$ cat src/rtl/vga_pkg.sv
`default_nettype none
// ============================================================================
// vga_pkg : shared screen geometry, colour constants and engine state encoding
// Revision: 1.0
// ============================================================================
package vga_pkg;

    localparam int DEF_X_W      = 8;
    localparam int DEF_Y_W      = 7;
    localparam int DEF_COLOUR_W = 3;
    localparam int DEF_SCREEN_W = 160;
    localparam int DEF_SCREEN_H = 120;

    localparam logic [2:0] BLACK = 3'b000;
    localparam logic [2:0] WHITE = 3'b111;

    typedef enum logic [1:0] {
        IDLE = 2'd0,
        DRAW = 2'd1,
        FIN  = 2'd2
    } state_t;

endpackage
`default_nettype wire

$ cat src/rtl/rect_fill_engine_if.sv
`default_nettype none
// ============================================================================
// rect_fill_engine_if : request and pixel-plot bundle of the rectangle engine
// Revision: 1.0
// ============================================================================
interface rect_fill_engine_if #(
    parameter int X_W      = vga_pkg::DEF_X_W,
    parameter int Y_W      = vga_pkg::DEF_Y_W,
    parameter int COLOUR_W = vga_pkg::DEF_COLOUR_W
) ();

    logic                start;
    logic [X_W-1:0]      x0;
    logic [Y_W-1:0]      y0;
    logic [X_W-1:0]      w;
    logic [Y_W-1:0]      h;
    logic [COLOUR_W-1:0] fill_colour;
    logic                outline;

    logic [X_W-1:0]      x;
    logic [Y_W-1:0]      y;
    logic [COLOUR_W-1:0] colour;
    logic                plot;
    logic                busy;
    logic                done;

    modport master (
        output start, x0, y0, w, h, fill_colour, outline,
        input  x, y, colour, plot, busy, done
    );

    modport slave (
        input  start, x0, y0, w, h, fill_colour, outline,
        output x, y, colour, plot, busy, done
    );

endinterface
`default_nettype wire

$ cat src/rtl/raster_counter.sv
`default_nettype none
// ============================================================================
// raster_counter : 2-D column/row offset counter, column fastest, with last flag
// Revision: 1.0
// ============================================================================
module raster_counter #(
    parameter int COL_W = 8,
    parameter int ROW_W = 7
) (
    input  wire logic             clock,
    input  wire logic             resetn,
    input  wire logic             load,
    input  wire logic             en,
    input  wire logic [COL_W-1:0] col_max,
    input  wire logic [ROW_W-1:0] row_max,
    output logic      [COL_W-1:0] col,
    output logic      [ROW_W-1:0] row,
    output logic                  last
);

    always_ff @(posedge clock or negedge resetn) begin
        if (!resetn) begin
            col <= '0;
            row <= '0;
        end else if (load) begin
            col <= '0;
            row <= '0;
        end else if (en) begin
            if (col == col_max) begin
                col <= '0;
                row <= row + ROW_W'(1);
            end else begin
                col <= col + COL_W'(1);
            end
        end
    end

    assign last = (col == col_max) && (row == row_max);

endmodule
`default_nettype wire

$ cat src/rtl/rect_fill_engine.sv
`default_nettype none
// ============================================================================
// rect_fill_engine : one-pixel-per-clock rectangle fill/outline writer with
//                    screen-edge clipping for the VGA adapter plot port
// Revision: 1.0
// ============================================================================
module rect_fill_engine
    import vga_pkg::*;
#(
    parameter int X_W      = DEF_X_W,
    parameter int Y_W      = DEF_Y_W,
    parameter int COLOUR_W = DEF_COLOUR_W,
    parameter int SCREEN_W = DEF_SCREEN_W,
    parameter int SCREEN_H = DEF_SCREEN_H
) (
    input  wire logic         clock,
    input  wire logic         resetn,
    rect_fill_engine_if.slave bus
);

    localparam logic [X_W:0] X_LIM = (X_W+1)'(SCREEN_W);
    localparam logic [Y_W:0] Y_LIM = (Y_W+1)'(SCREEN_H);

    state_t state;
    state_t state_nxt;

    logic [X_W-1:0]      x0_l;
    logic [Y_W-1:0]      y0_l;
    logic [X_W-1:0]      w_l;
    logic [Y_W-1:0]      h_l;
    logic [COLOUR_W-1:0] colour_l;
    logic                outline_l;

    logic                accept;
    logic                empty_req;
    logic                cnt_en;
    logic                busy_c;
    logic                done_c;

    logic [X_W-1:0]      col;
    logic [Y_W-1:0]      row;
    logic [X_W-1:0]      col_max;
    logic [Y_W-1:0]      row_max;
    logic                last;

    logic [X_W:0]        abs_x;
    logic [Y_W:0]        abs_y;
    logic                in_screen;
    logic                on_border;

    assign accept    = (state == IDLE) && bus.start;
    assign empty_req = (bus.w == '0) || (bus.h == '0);

    always_ff @(posedge clock or negedge resetn) begin
        if (!resetn) begin
            state <= IDLE;
        end else begin
            state <= state_nxt;
        end
    end

    // Request fields are captured only on acceptance so later input changes cannot disturb a draw.
    always_ff @(posedge clock or negedge resetn) begin
        if (!resetn) begin
            x0_l      <= '0;
            y0_l      <= '0;
            w_l       <= '0;
            h_l       <= '0;
            colour_l  <= '0;
            outline_l <= 1'b0;
        end else if (accept) begin
            x0_l      <= bus.x0;
            y0_l      <= bus.y0;
            w_l       <= bus.w;
            h_l       <= bus.h;
            colour_l  <= bus.fill_colour;
            outline_l <= bus.outline;
        end
    end

    always_comb begin
        state_nxt = state;
        cnt_en    = 1'b0;
        busy_c    = 1'b0;
        done_c    = 1'b0;
        case (state)
            IDLE: begin
                if (accept) begin
                    state_nxt = empty_req ? FIN : DRAW;
                end
            end
            DRAW: begin
                cnt_en = 1'b1;
                busy_c = 1'b1;
                if (last) begin
                    state_nxt = FIN;
                end
            end
            FIN: begin
                done_c    = 1'b1;
                state_nxt = IDLE;
            end
            default: begin
                state_nxt = IDLE;
            end
        endcase
    end

    assign col_max = w_l - X_W'(1);
    assign row_max = h_l - Y_W'(1);

    raster_counter #(
        .COL_W (X_W),
        .ROW_W (Y_W)
    ) u_raster (
        .clock   (clock),
        .resetn  (resetn),
        .load    (accept),
        .en      (cnt_en),
        .col_max (col_max),
        .row_max (row_max),
        .col     (col),
        .row     (row),
        .last    (last)
    );

    // One extra bit keeps x0+offset from wrapping back onto the visible screen.
    assign abs_x     = {1'b0, x0_l} + {1'b0, col};
    assign abs_y     = {1'b0, y0_l} + {1'b0, row};
    assign in_screen = (abs_x < X_LIM) && (abs_y < Y_LIM);
    assign on_border = (col == '0) || (col == col_max) || (row == '0) || (row == row_max);

    assign bus.x      = abs_x[X_W-1:0];
    assign bus.y      = abs_y[Y_W-1:0];
    assign bus.colour = colour_l;
    assign bus.plot   = busy_c && in_screen && (!outline_l || on_border);
    assign bus.busy   = busy_c;
    assign bus.done   = done_c;

endmodule
`default_nettype wire

$ cat src/flat_wrapper.sv
// flat-port wrapper written by rule: the top's interface ports become plain ports
module rect_fill_engine_flat import vga_pkg::*;
#(
    parameter int X_W      = DEF_X_W,
    parameter int Y_W      = DEF_Y_W,
    parameter int COLOUR_W = DEF_COLOUR_W,
    parameter int SCREEN_W = DEF_SCREEN_W,
    parameter int SCREEN_H = DEF_SCREEN_H
)
  (clock, resetn, bus_start, bus_x0, bus_y0, bus_w, bus_h, bus_fill_colour, bus_outline, bus_x, bus_y, bus_colour, bus_plot, bus_busy, bus_done);
  rect_fill_engine_if #(.X_W(X_W), .Y_W(Y_W), .COLOUR_W(COLOUR_W)) bus_i ();
  input  wire logic clock;
  input  wire logic resetn;
  input wire logic [$bits(bus_i.start)-1:0] bus_start;
  input wire logic [$bits(bus_i.x0)-1:0] bus_x0;
  input wire logic [$bits(bus_i.y0)-1:0] bus_y0;
  input wire logic [$bits(bus_i.w)-1:0] bus_w;
  input wire logic [$bits(bus_i.h)-1:0] bus_h;
  input wire logic [$bits(bus_i.fill_colour)-1:0] bus_fill_colour;
  input wire logic [$bits(bus_i.outline)-1:0] bus_outline;
  output wire logic [$bits(bus_i.x)-1:0] bus_x;
  output wire logic [$bits(bus_i.y)-1:0] bus_y;
  output wire logic [$bits(bus_i.colour)-1:0] bus_colour;
  output wire logic [$bits(bus_i.plot)-1:0] bus_plot;
  output wire logic [$bits(bus_i.busy)-1:0] bus_busy;
  output wire logic [$bits(bus_i.done)-1:0] bus_done;
  assign bus_i.start = bus_start;
  assign bus_i.x0 = bus_x0;
  assign bus_i.y0 = bus_y0;
  assign bus_i.w = bus_w;
  assign bus_i.h = bus_h;
  assign bus_i.fill_colour = bus_fill_colour;
  assign bus_i.outline = bus_outline;
  assign bus_x = bus_i.x;
  assign bus_y = bus_i.y;
  assign bus_colour = bus_i.colour;
  assign bus_plot = bus_i.plot;
  assign bus_busy = bus_i.busy;
  assign bus_done = bus_i.done;
  rect_fill_engine #(.X_W(X_W), .Y_W(Y_W), .COLOUR_W(COLOUR_W), .SCREEN_W(SCREEN_W), .SCREEN_H(SCREEN_H)) u_core (.clock(clock), .resetn(resetn), .bus(bus_i));
endmodule
$ cat config.mk
export PLATFORM = sky130hd
export DESIGN_NAME = rect_fill_engine_flat
export DESIGN_NICKNAME = d
export VERILOG_FILES = /design/src/rtl/vga_pkg.sv /design/src/rtl/rect_fill_engine_if.sv /design/src/rtl/raster_counter.sv /design/src/rtl/rect_fill_engine.sv /design/src/flat_wrapper.sv
export SDC_FILE = /design/constraint.sdc
export NUM_CORES = 1
export LEC_CHECK = 0
export ABC_AREA = 1
export CAP_MARGIN = 0
export CORE_MARGIN = 2
export CORE_UTILIZATION = 52
export DETAILED_ROUTE_END_ITERATION = 8
export HOLD_SLACK_MARGIN = 0.1
export PLACE_DENSITY = 0.89
export SLEW_MARGIN = 15
export SYNTH_ARGS = -nofsm -noshare
export SYNTH_HDL_FRONTEND = slang
export SYNTH_SLANG_ARGS = --single-unit
$ cat constraint.sdc
create_clock -name clock -period 6.05 [get_ports clock]
set_input_delay 1.21 -clock clock [delete_from_list [all_inputs] [get_ports clock]]
set_output_delay 1.21 -clock clock [all_outputs]
set_load 0.005 [all_outputs]
# Word-level counts from Yosys, hierarchy flattened
# Index checks and enable logic that the tools add are counted.
# W data, S select, Z words.
op_classes:
  add_sub_neg: 6
  n_lt_le_gt_ge: 2
  n_eq_ne: 6
  n_mux: 12
  reduce_logical: 20
ops:
  columns: ["op", "n"]
  rows:
  - ["$mux W8", 3]
  - ["$mux W7", 3]
  - ["$logic_not A8 Y1", 2]
  - ["$logic_not A7 Y1", 2]
  - ["$add A8 B8 Y9", 1]
  - ["$lt A9 B8 Y1 const B", 1]
  - ["$add A7 B7 Y8", 1]
  - ["$add A8 B1 Y8 const B", 1]
  - ["$eq A8 B8 Y1", 1]
  - ["$lt A8 B7 Y1 const B", 1]
  - ["$sub A8 B1 Y8 const B", 1]
  - ["$add A7 B1 Y7 const B", 1]
  - ["$eq A7 B7 Y1", 1]
  - ["$sub A7 B1 Y7 const B", 1]
  - ["$mux W2", 3]
  - ["$logic_and A1 B1 Y1", 5]
  - ["$logic_or A1 B1 Y1", 5]
  - ["$ne A2 B1 Y1 const B", 2]
  - ["$pmux W2 S2", 1]
  - ["$reduce_and A2 Y1", 2]
  - ["$reduce_bool A2 Y1", 2]
  - ["$eq A2 B1 Y1 const B", 1]
  - ["$eq A2 B2 Y1 const B", 1]
  - ["$logic_not A2 Y1", 1]
  - ["other kinds (2)", 3]
totals:
  register_bits: 51
  out_inout_bits: 21

# Depth between registers and ports, before layout
logic_depth:
  ltp_word: 7
  ltp_mapped: 14
  ltp_nobuf: 14

# By module
# A second synthesis with hierarchy kept.
unflattened:
  cells_unflattened: 579
  area_unflattened_um2: 3860.0
by_module_without_submodules:
  columns: ["module", "instances", "cells_per_inst", "area_each_um2"]
  rows:
  - ["rect_fill_engine", 1, 412, 2717.6]
  - ["raster_counter", 1, 167, 1142.3]

# Worst setup path after synthesis
# No wires, ideal clock.
synth_timing:
  path_kind: "reg-to-output"
  from: "register u_core.u_raster.col[0]"
  to: "output port bus_plot"
  t_arrival_ns: 1.671
  required_time_ns: 4.840
  path_slack_ns: 3.169
  stages_incl_launch_ff: 13
  n_path_buf: 0
  cell_sequence: "dfrtp_1 ha_1 inv_1 fa_1 inv_1 nand4_1 nand3_1 nand2_1 nand2_1 nand2_1 nand2_1 nand2_1 nor2_2"
synth_via:
  elab_chain_cells: 6
  elab_cells_between_ends: 11
  classes_between: "add/sub (1); order compare (1); eq/ne (1); reduce/logical (8)"
synth_rtl:
  columns: ["item", "line", "rtl"]
  rows:
  - ["start, declared", "raster_counter.sv:16", "output logic [COL_W-1:0] col,"]
  - ["start signal, assigned", "raster_counter.sv:33", "col <= col + COL_W'(1);"]
  - ["branches (longest 5 deep; another with $add A8 B8 Y9)", null, null]
  - ["$logic_and A1 B1 Y1 *", "rect_fill_engine.sv:136", "assign bus.plot = busy_c && in_screen && (!outline_l || on_border);"]
  - ["end, declared", "flat_wrapper.sv:24", "output wire logic [$bits(bus_i.plot)-1:0] bus_plot;"]
# Every way passes the cells marked *.

# Worst setup path after layout
layout_timing:
  from: "register u_core.u_raster.row[0]"
  to: "output port bus_plot"
layout_via:
  elab_chain_cells: 5
  elab_cells_between_ends: 10
  classes_between: "add/sub (1); order compare (1); eq/ne (1); reduce/logical (7)"
layout_rtl:
  columns: ["item", "line", "rtl"]
  rows:
  - ["start, declared", "raster_counter.sv:17", "output logic [ROW_W-1:0] row,"]
  - ["start signal, assigned", "raster_counter.sv:31", "row <= row + ROW_W'(1);"]
  - ["$add A7 B7 Y8 or $logic_not A7 Y1 (tied branches)", "rect_fill_engine.sv:129, rect_fill_engine.sv:131", null]
  - ["$lt A8 B7 Y1 or $logic_or A1 B1 Y1 (tied branches)", "rect_fill_engine.sv:130, rect_fill_engine.sv:131", null]
  - ["$logic_and A1 B1 Y1 or $logic_or A1 B1 Y1 (tied branches)", "rect_fill_engine.sv:130, rect_fill_engine.sv:131", null]
  - ["$logic_and A1 B1 Y1 or $logic_or A1 B1 Y1 (tied branches)", "rect_fill_engine.sv:136", null]
  - ["$logic_and A1 B1 Y1 *", "rect_fill_engine.sv:136", null]
# Every way passes the cells marked *; elsewhere a longest branch is shown, timed or not.

==> impl_metrics.tcl <==
set metrics [dict create \
    finalClockSkew_ps 10.68 \
    rsz0062_at_grt "false" \
    peakVddDrop_mv 0.09116 \
    hold_path_class "flop to flop" \
    crit_required_ps 4840 \
    antenna_found_initial 0 \
    vias 3561 \
    min_period_over_period_pct 64.64 \
    diodes 0 \
    hpwl_mm 6.911 \
    maxSlewViolCount 0 \
    track_usage_pct 25.44 \
    portBuffers 57 \
    firstDrtPassIters 4 \
    synth_most_common_cell "nand2_1" \
    async_flop_share_pct 100.0 \
    ys_seq_area_share_pct 34.18 \
    root_buffer "clkbuf_8" \
    area_growth_pct 20.98 \
    start_kind "flop" \
    setup_viol 0 \
    synth_edf_count 0 \
    synth.distinct_cells 33 \
    synth_fp_nets 589 \
    ys.warnings.count 0 \
    hold_viol_final 0 \
    synthXorXnorAreaFrac_pct 6.568 \
    postCtsSetupBuffers 0 \
    drive_gt1_share_pct 7.376 \
    period_needed_ps 3911 \
    clock_latency_ps 310 \
    synth_top_area_share_pct 34.18 \
    drt_wl_total_mm 9.068 \
    avgViaCountPerCell 5.244 \
    cts_sinks 51 \
    arrival_ps 2700 \
    status "finished, final reports clean" \
    leakagePower_nw 2.352 \
    worst_pin_slew_ps 991.1 \
    syn_area_per_cell_um2 7.058 \
    htree_levels 2 \
    grt_max_degree 52 \
    synthAdderAreaFrac_pct 8.110 \
    ys_ff_latch 51 \
    wl_per_cell_um 13.35 \
    place.gp.congestion 0.8852 \
    drtIter0Drc 200 \
    tns_ps 0 \
    synth_common_cells "184 x nand2_1, 56 x inv_1, 51 x dfrtp_1" \
    synth_ff_type "dfrtp_1" \
    cts_buffers 5 \
    synth_top_family_by_area "simple AND/OR/NAND/NOR gates" \
    dieArea_um2 7874 \
    final_antenna_net_count 0 \
    fmax_mhz 255.7 \
    placedCellCount 671 \
    powerDensity_nw_per_um2 144.7 \
    synth_compound_area_share_pct 5.228 \
    drc 0 \
    cts_tree "built" \
    muxShareOfSynthArea_pct 0 \
    synth.area.top_cells "dfrtp_1 34%, nand2_1 18%, ha_1 7.0%" \
    holdBufCountCts 0 \
    final_cells 679 \
    nNetsFinal 642 \
    critPathCaptureType "primary output" \
    start_util_pct 54.35 \
    post_cts_resize_count 0 \
    placed_area_um2 4384 \
    clk_pin_slew_worst_paths_ps 90 \
    rows 30 \
    synth_area_um2 3734 \
    path_class "flop to primary output" \
    grt_pass1_wl_mm 15.84 \
    synthCells 529 \
    die_x_um 88.74 \
    design_area_um2 4517 \
    synthSimpleGateAreaFrac_pct 38.10 \
    cts_buffer_depth 2 \
    post-route-util_pct 65.76 \
    maxCapViolCount 0 \
    io_pins 58 \
    critPathMaxFanout 5 \
    yosys.area.top_type "dfrtp_1" \
    grt-ovfl-total 0 \
    p_total_w 0.0006537 \
    grt_pass1_vias 3607 \
    core_area_um2 6869 \
    die_h_um 88.74 \
    slew_headroom_pct 33.52 \
]
==> path summary, 6_finish.rpt <==
path,startpoint,end,slack (ps),cells after the start
hold reg to reg,u_core.bus.colour[2],u_core.bus.colour[2],470,2
max in group asynchronous,resetn,u_core.u_raster.row[2],4600,2
setup / recovery,u_core.u_raster.row[0],bus_plot,2140,12
min in group asynchronous,resetn,u_core.u_raster.col[7],1010,2
setup reg to reg,u_core.state[1],u_core.u_raster.row[6],3860,7
hold / removal,u_core.bus.colour[2],u_core.bus.colour[2],470,2
==> layer usage <==
metal | vias to the layer above | share of wire [%] | track usage, %
met1 | 1661 | 42 | 30.58
li1 | 1797 | - | -
met5 | - | 0 | 0
met3 | 15 | 4.0 | 3.545
met4 | 0 | 1.7 | 7.300
met2 | 88 | 52 | 47.01
==> worst max-delay path, cell delays in order, from the launching register on <==
cell,delay (ps)
dfrtp_1,430
ha_1,220
inv_1,60
fa_1,400
inv_1,100
nand3_1,60
nand2_1,90
xor2_1,190
nor2_1,70
nand3_1,100
nand2_1,70
nor2_2,90
clkdlybuf4s50_1,500
==> cell families after synthesis <==
logic type / after synthesis
buffers and inverters: 76
adder cells (fa/ha/maj): 23
flip-flops: 51
AO/OA/AOI/OAI: 36
XOR/XNOR: 28
AND/OR/NAND/NOR: 315
==> cell usage in the layout (no fill, tap or decap), drive strengths merged, types with 9 or more instances in the layout <==
master,count
nor2,42
dfrtp,51
xnor2,11
ha,21
nand3,48
nand4,17
xor2,17
inv,61
nand2,192
o21ai,22
a21oi,9
clkdlybuf4s50,56
==> area by class of cell <==
cell class	count	area, um^2
Fill cell	577	2352
Multi-Input combinational cell	402	2171
Sequential cell	51	1276
Timing Repair Buffer	59	580.6
Inverter	63	236.5
Tap cell	96	120.1
Clock buffer	6	72.57
Clock inverter	2	60.06
==> state kept, by name, indices dropped and copies added (netlist names) <==
signal	cells
u_core.bus.colour	3
u_core.h_l	7
u_core.outline_l	1
u_core.state	2
u_core.u_raster.col	8
u_core.u_raster.row	7
u_core.w_l	8
u_core.x0_l	8
u_core.y0_l	7
==> report_power, final <==
group / switching, W / internal (W)
combinational: 0.0000116 / 0.0000207
sequential: 0 / 0.000341
clock: 0.000115 / 0.000165
total: 0.000127 / 0.000527
==> metrics by stage <==
step	hold WS, ps	setup slack, ps
after detailed placement	458.4	2504
after CTS	480.2	2159
after global placement	455.2	2595
final	474.2	2139
after global routing	515.7	1907
after floorplan	442.2	3169
Power figures use the tool's default switching activity.
